$ cat src/rtl/lsosc_ctrl.sv
// lsosc_ctrl: power sequencer and share controller for the low-speed oscillator.
// Requesters ask for the LF clock with level requests; the block powers the
// oscillator up, waits out the settling window with enable low, enables it,
// and after the last request drops holds it for a while before shutting down.
module lsosc_ctrl #(
    parameter int NUM_REQ        = 3,
    parameter int STARTUP_CYCLES = 4800,
    parameter int IDLE_HOLD      = 480
) (
    input  logic               clk,
    input  logic               rst,
    input  logic [NUM_REQ-1:0] req,
    output logic [NUM_REQ-1:0] ack,
    output logic               lsosc_pu,
    output logic               lsosc_en,
    output logic               lf_ready,
    output logic [2:0]         state
);

    localparam int MAXC = (STARTUP_CYCLES > IDLE_HOLD) ? STARTUP_CYCLES : IDLE_HOLD;
    localparam int CW   = $clog2(MAXC + 1);

    // Load values are one less than the window: the loading edge counts as the first cycle.
    localparam logic [CW-1:0] START_LD = CW'(STARTUP_CYCLES - 1);
    localparam logic [CW-1:0] IDLE_LD  = (IDLE_HOLD > 0) ? CW'(IDLE_HOLD - 1) : '0;

    typedef enum logic [2:0] {
        S_OFF   = 3'd0,
        S_PWRUP = 3'd1,
        S_ON    = 3'd2,
        S_HOLD  = 3'd3,
        S_STOP  = 3'd4
    } state_t;

    state_t          r_state, w_state_nxt;
    logic [CW-1:0]   r_cnt, w_cnt_nxt;
    logic            r_pu, r_en;
    logic            w_pu_nxt, w_en_nxt;
    logic            w_any_req;

    assign w_any_req = |req;

    // Next-state, counter and next-output decode; pins are registered from the next state.
    always_comb begin
        w_state_nxt = r_state;
        w_cnt_nxt   = r_cnt;
        w_pu_nxt    = 1'b0;
        w_en_nxt    = 1'b0;

        case (r_state)
            S_OFF: begin
                if (w_any_req) begin
                    w_state_nxt = S_PWRUP;
                    w_cnt_nxt   = START_LD;
                end
            end
            S_PWRUP: begin
                // A dropped request aborts settling; the count restarts from scratch next time.
                if (!w_any_req)          w_state_nxt = S_OFF;
                else if (r_cnt == '0)    w_state_nxt = S_ON;
                else                     w_cnt_nxt   = r_cnt - 1'b1;
            end
            S_ON: begin
                if (!w_any_req) begin
                    if (IDLE_HOLD > 0) begin
                        w_state_nxt = S_HOLD;
                        w_cnt_nxt   = IDLE_LD;
                    end else begin
                        w_state_nxt = S_STOP;
                    end
                end
            end
            S_HOLD: begin
                // Oscillator is still running, so a returning request needs no re-settling.
                if (w_any_req)           w_state_nxt = S_ON;
                else if (r_cnt == '0)    w_state_nxt = S_STOP;
                else                     w_cnt_nxt   = r_cnt - 1'b1;
            end
            S_STOP: begin
                // One cycle with enable low before power drops; pending requests restart from OFF.
                w_state_nxt = S_OFF;
            end
            default: begin
                w_state_nxt = S_OFF;
                w_cnt_nxt   = '0;
            end
        endcase

        case (w_state_nxt)
            S_PWRUP: begin w_pu_nxt = 1'b1; w_en_nxt = 1'b0; end
            S_ON:    begin w_pu_nxt = 1'b1; w_en_nxt = 1'b1; end
            S_HOLD:  begin w_pu_nxt = 1'b1; w_en_nxt = 1'b1; end
            S_STOP:  begin w_pu_nxt = 1'b1; w_en_nxt = 1'b0; end
            default: begin w_pu_nxt = 1'b0; w_en_nxt = 1'b0; end
        endcase
    end

    // State, counter and oscillator pin registers; reset forces everything off.
    always_ff @(posedge clk) begin
        if (rst) begin
            r_state <= S_OFF;
            r_cnt   <= '0;
            r_pu    <= 1'b0;
            r_en    <= 1'b0;
        end else begin
            r_state <= w_state_nxt;
            r_cnt   <= w_cnt_nxt;
            r_pu    <= w_pu_nxt;
            r_en    <= w_en_nxt;
        end
    end

    assign lsosc_pu = r_pu;
    assign lsosc_en = r_en;
    assign lf_ready = r_en;
    assign state    = r_state;
    assign ack      = req & {NUM_REQ{r_en}};

endmodule

$ cat config.mk
export PLATFORM = sky130hd
export DESIGN_NAME = lsosc_ctrl
export DESIGN_NICKNAME = d
export VERILOG_FILES = /design/src/rtl/lsosc_ctrl.sv
export SDC_FILE = /design/constraint.sdc
export NUM_CORES = 1
export LEC_CHECK = 0
export CORE_MARGIN = 10
export CORE_UTILIZATION = 38
export DETAILED_ROUTE_END_ITERATION = 7
export PLACE_DENSITY = 0.62
export SYNTH_ARGS = -nofsm -noshare
export SYNTH_HDL_FRONTEND = slang
export SYNTH_SLANG_ARGS = --single-unit
$ cat constraint.sdc
create_clock -name clk -period 2.25 [get_ports clk]
set_input_delay 0.225 -clock clk [delete_from_list [all_inputs] [get_ports clk]]
set_output_delay 0.225 -clock clk [all_outputs]
set_load 0.005 [all_outputs]
# After elaboration in Yosys (flattened, before gate mapping)
# Index checks and enable logic that the tools add are counted.
[word_totals] regBits=18 latch_bits=0 ramBits=0 mem_bits_ro=0 wordCells=40 n_memories=0
[op_classes] n_addsub=1 n_mul=0 div=0 order_cmp=0 n_eq_ne=12 n_shift=0 n_mux=15 bitwise_logic=2 reduce_logical=6
[op_table] cell="$mux 13" count=5
[op_table] cell="$pmux 13 s5" count=1
[op_table] cell="$mux 3" count=6
[op_table] cell="$logic_not 13->1" count=1
[op_table] cell="$sub 13x1->13 const B" count=1
[op_table] cell="$eq 3x2->1 const B" count=4
[op_table] cell="$pmux 3 s4" count=1
[op_table] cell="$ne 2x2->1 const B" count=4
[op_table] cell="$eq 3x1->1 const B" count=2
[op_table] cell="$eq 3x3->1 const B" count=2
[op_table] cell="$reduce_and 5->1" count=1
[op_table] cell="$reduce_or 4->1" count=1
[op_table] cell="$and 3x3->3" count=1
[op_table] cell="$logic_not 3->1" count=1
[op_table] cell="$reduce_or 3->1" count=1
[op_table] cell="$mux 1" count=2
[op_table] cell="$reduce_or 2->1" count=1
[op_table] cell="$not 1->1" count=1

# Longest topological paths before layout
[depth] word_depth=7 depth_mapped=7 ltp_nobuf=7

# Least setup slack after synthesis
# No wires, ideal clock.
[synth_path] path_kind="register to register" startpoint="register r_cnt[0]" endpoint="register r_cnt[2]" arrival_ns=1.740 required_time_ns=2.191 slack_ns=0.451 path_stages_with_launch=8 synth_period_minus_slack_ns=1.799 path_cell_list="dfxtp_1 -> inv_1 -> ha_1 -> nor4b_2 -> and4_1 -> a2111o_1 -> o22ai_1 -> a22o_1"
[synth_via] elab_chain_cells=4 word_cells_on_any_way=6 classes_between="1 x add/sub; 4 x mux; 1 x reduce/logical"
[synth_rtl] element="start: declaration" line_no="36" rtl="logic [CW-1:0] r_cnt, w_cnt_nxt;"
[synth_rtl] element="start signal: assignment" line_no="107" rtl="r_cnt <= w_cnt_nxt;"
[synth_rtl] element="$sub 13x1->13 / $logic_not 13->1 (equally long branches)"
[synth_rtl] element="$mux 13 (*)" line_no="60, 76"
[synth_rtl] element="$mux 13, on equally long branches" line_no="75, 59"
[synth_rtl] element="$pmux 13 s5 (*)" line_no="50" rtl="case (r_state)"
# Mark *: on every way between the ends. The rest lies on a longest branch, timed or not. The select of a mux whose other input is x is not followed.
# A chain may end at the register's enable or synchronous reset.

# Worst setup path in the final report
[layout_path] startpoint="register r_cnt[1]" endpoint="register r_cnt[2]"
# The elaborated chain is that of the path after synthesis.

==> run metrics <==
Async SR Flop Fraction 0; post-route ant nets 0; number of synthesized flops with an enable pin 0; setup ws final 0.2423 ns; Clock Latency Late Sink roughly 0.30 ns; IO Port Bufs 13; clock slew at reported path FFs roughly 0.11 ns; R2R cell count 7; clock sink count 18; Lkg Pwr 0.5110 nW; RSZ-0062 raised after global routing no; pin count of the biggest net entering global routing 18; Syn Nets 141; crit path launch type flop; final design utilization 0.4612; Post-Route WL between 2 and 3 mm; Worst Hold Class flop to flop; Final Cycle Share 0.8923; Worst Skew roughly 0.012 ns; Slew HR 0.6944; Longest Clk Path Bufs 2; Die H about 73 µm; vias roughly 1,100; DRC Markers 0; Vias/cell 5.933; worst hold endpoint r_cnt[10]$_SDFFE_PP0P_; worst hold slack 0.5232 ns; Setup Viol. Count Final 0; Routed WL per cell about 15 µm; FF+latch count, synth 18; vias in the first global route roughly 1,000; R2R Path End r_cnt[2]$_SDFFE_PP0P_; power density cells around 610 nW/µm²; DPL Wire Length ~2.1 mm; initial antenna violation count 0; Die Area roughly 5300 µm²; CTS Buf Count 3; fin crit period ~2 ns; Starting Density 0.3901; CTS tree built; Yosys Warn Count 0; status complete, no violations; Core Area between 2000 and 3000 µm²; VDD IR max about 0.36 mV; register area share after synthesis 0.3408; global-route usage over all layers 0.1111; Cells on Worst Hold Path 2; first-pass GRT wire length around 4.8 mm; Worst Path Class, Setup flop to flop; commonest non-fill, non-tap cells in the layout dfxtp_1 (18), a21oi_1 (14), clkdlybuf4s50_1 (13); initial drt markers 47; CP endpoint kind flop; critical-path maximum fanout 7; synthesized cell area between 1000 and 1500 µm²; IO Pins 14; max-cap violation count 0; DP Worst Slack 0.08996 ns; library cells used by synthesis roughly 40; Mean Syn Cell Area around 7.9 µm²; layout cells sized above 1 0.1020; most common cell after layout, fill and taps aside dfxtp_1; n_diodes 0; Die X around 73 µm; worst slew pin tran ~0.45 ns; maximum clock rate approximately 500 MHz; Slew Viols, Final 0; TNS Setup 0 ns; num rows 19; H-Tree Depth 1; count of final hold-check violations 0; Worst EP arrival ~2.3 ns; gp weighted congestion between 0.8 and 0.9; WP data required roughly 2.5 ns; Area growth syn-to-layout 18.22%; total grt overflow 0; min-delay src r_cnt[10]$_SDFFE_PP0P_; drt pass-1 iters 4; most common flop cell mapped by yosys dfxtp_1; RR Startpoint r_cnt[1]$_SDFFE_PP0P_; reg-to-reg slack, setup between 0.2 and 0.25 ns; cell count after synthesis 134; Nets roughly 160; root buf cell clkbuf_4
## layout make-up
type	instances	area, µm²
clock buffers	3	22.52
fillers	289	1460
inverters	8	30.03
multi-input cells	100	630.6
flip-flops and latches	18	360.3
well taps	31	38.79
repair buffers	18	167.7
## power breakdown
group | internal, mW | total, mW | switching, mW | leakage [nW]
logic | 0.0958 | 0.210 | 0.115 | 0.348
clock network | 0.0625 | 0.168 | 0.106 | 0.0138
registers | 0.348 | 0.388 | 0.0400 | 0.149
## through the flow
step	area (µm²)	total power [mW]	cells
2_1_floorplan	1057	0.5377	134
3_3_place_gp	1220	0.5971	174
3_5_place_dp	1220	0.6024	174
4_1_cts	1242	0.7610	177
5_1_grt	1250	0.8120	178
6_report	1250	0.7667	178
## synth_stat cells (2+ instances only)
master | count | share of area
clkbuf_1 | 3 | 0.011
and3_1 | 3 | 0.018
a22o_1 | 2 | 0.017
o22ai_1 | 4 | 0.024
a31oi_1 | 3 | 0.018
buf_1 | 2 | 0.0071
a21o_1 | 4 | 0.028
nor3b_1 | 2 | 0.014
dfxtp_1 | 18 | 0.34
and2_1 | 3 | 0.018
o21ai_0 | 9 | 0.043
ha_1 | 2 | 0.024
buf_2 | 2 | 0.0095
a21oi_1 | 14 | 0.066
nand3_1 | 2 | 0.0095
a211oi_1 | 2 | 0.014
nand2_1 | 10 | 0.036
nor3_1 | 8 | 0.038
nor2_1 | 11 | 0.039
inv_1 | 8 | 0.028
nor4_1 | 2 | 0.012
## per-layer routing
layer	up-vias	wire length, µm	global-route usage
li1	519	-	-
met2	35	1380	0.1802
met4	0	37	0.05485
met1	497	1192	0.1375
met3	5	148	0.01905
met5	-	0	0
## flip-flops by register name, summed over array words and instances, names as in the netlist
register,cells
r_cnt,13
state,3
lf_ready,1
lsosc_pu,1
## worst max path at each step
stage | from | to | slack [ns]
floorplan | r_cnt[0]$_SDFFE_PP0P_ | r_cnt[2]$_SDFFE_PP0P_ | 0.45
global placement | req[0] | r_cnt[2]$_SDFFE_PP0P_ | 0.11
detailed placement | req[0] | r_cnt[2]$_SDFFE_PP0P_ | 0.09
CTS | r_cnt[1]$_SDFFE_PP0P_ | r_cnt[5]$_SDFFE_PP0P_ | 0.23
global route | r_cnt[1]$_SDFFE_PP0P_ | r_cnt[1]$_SDFFE_PP0P_ | 0.05
finish | r_cnt[1]$_SDFFE_PP0P_ | r_cnt[2]$_SDFFE_PP0P_ | 0.24
## critical path: stages, from the launching register on
cell      delay, ns
dfxtp_1        0.44
inv_1          0.09
ha_1           0.19
nor4b_2        0.17
and4_1         0.24
a2111o_1       0.52
o22ai_1        0.17
a22o_1         0.14
## repair_timing
action                     in CTS  in global routing
hold endpoints to repair        0                  0
gates resized for setup         0                  0
hold buffers                    0                  0
setup buffers                   0                  1
setup endpoints to repair       0                  1
## cells by family after synthesis
logic type	synth area share
AND/OR/NAND/NOR	0.2911
adder cells (fa/ha/maj)	0.02366
AO/OA/AOI/OAI	0.2817
buffers and inverters	0.06273
flip-flops	0.3408
Note: power is estimated with default switching activity, not from simulation.
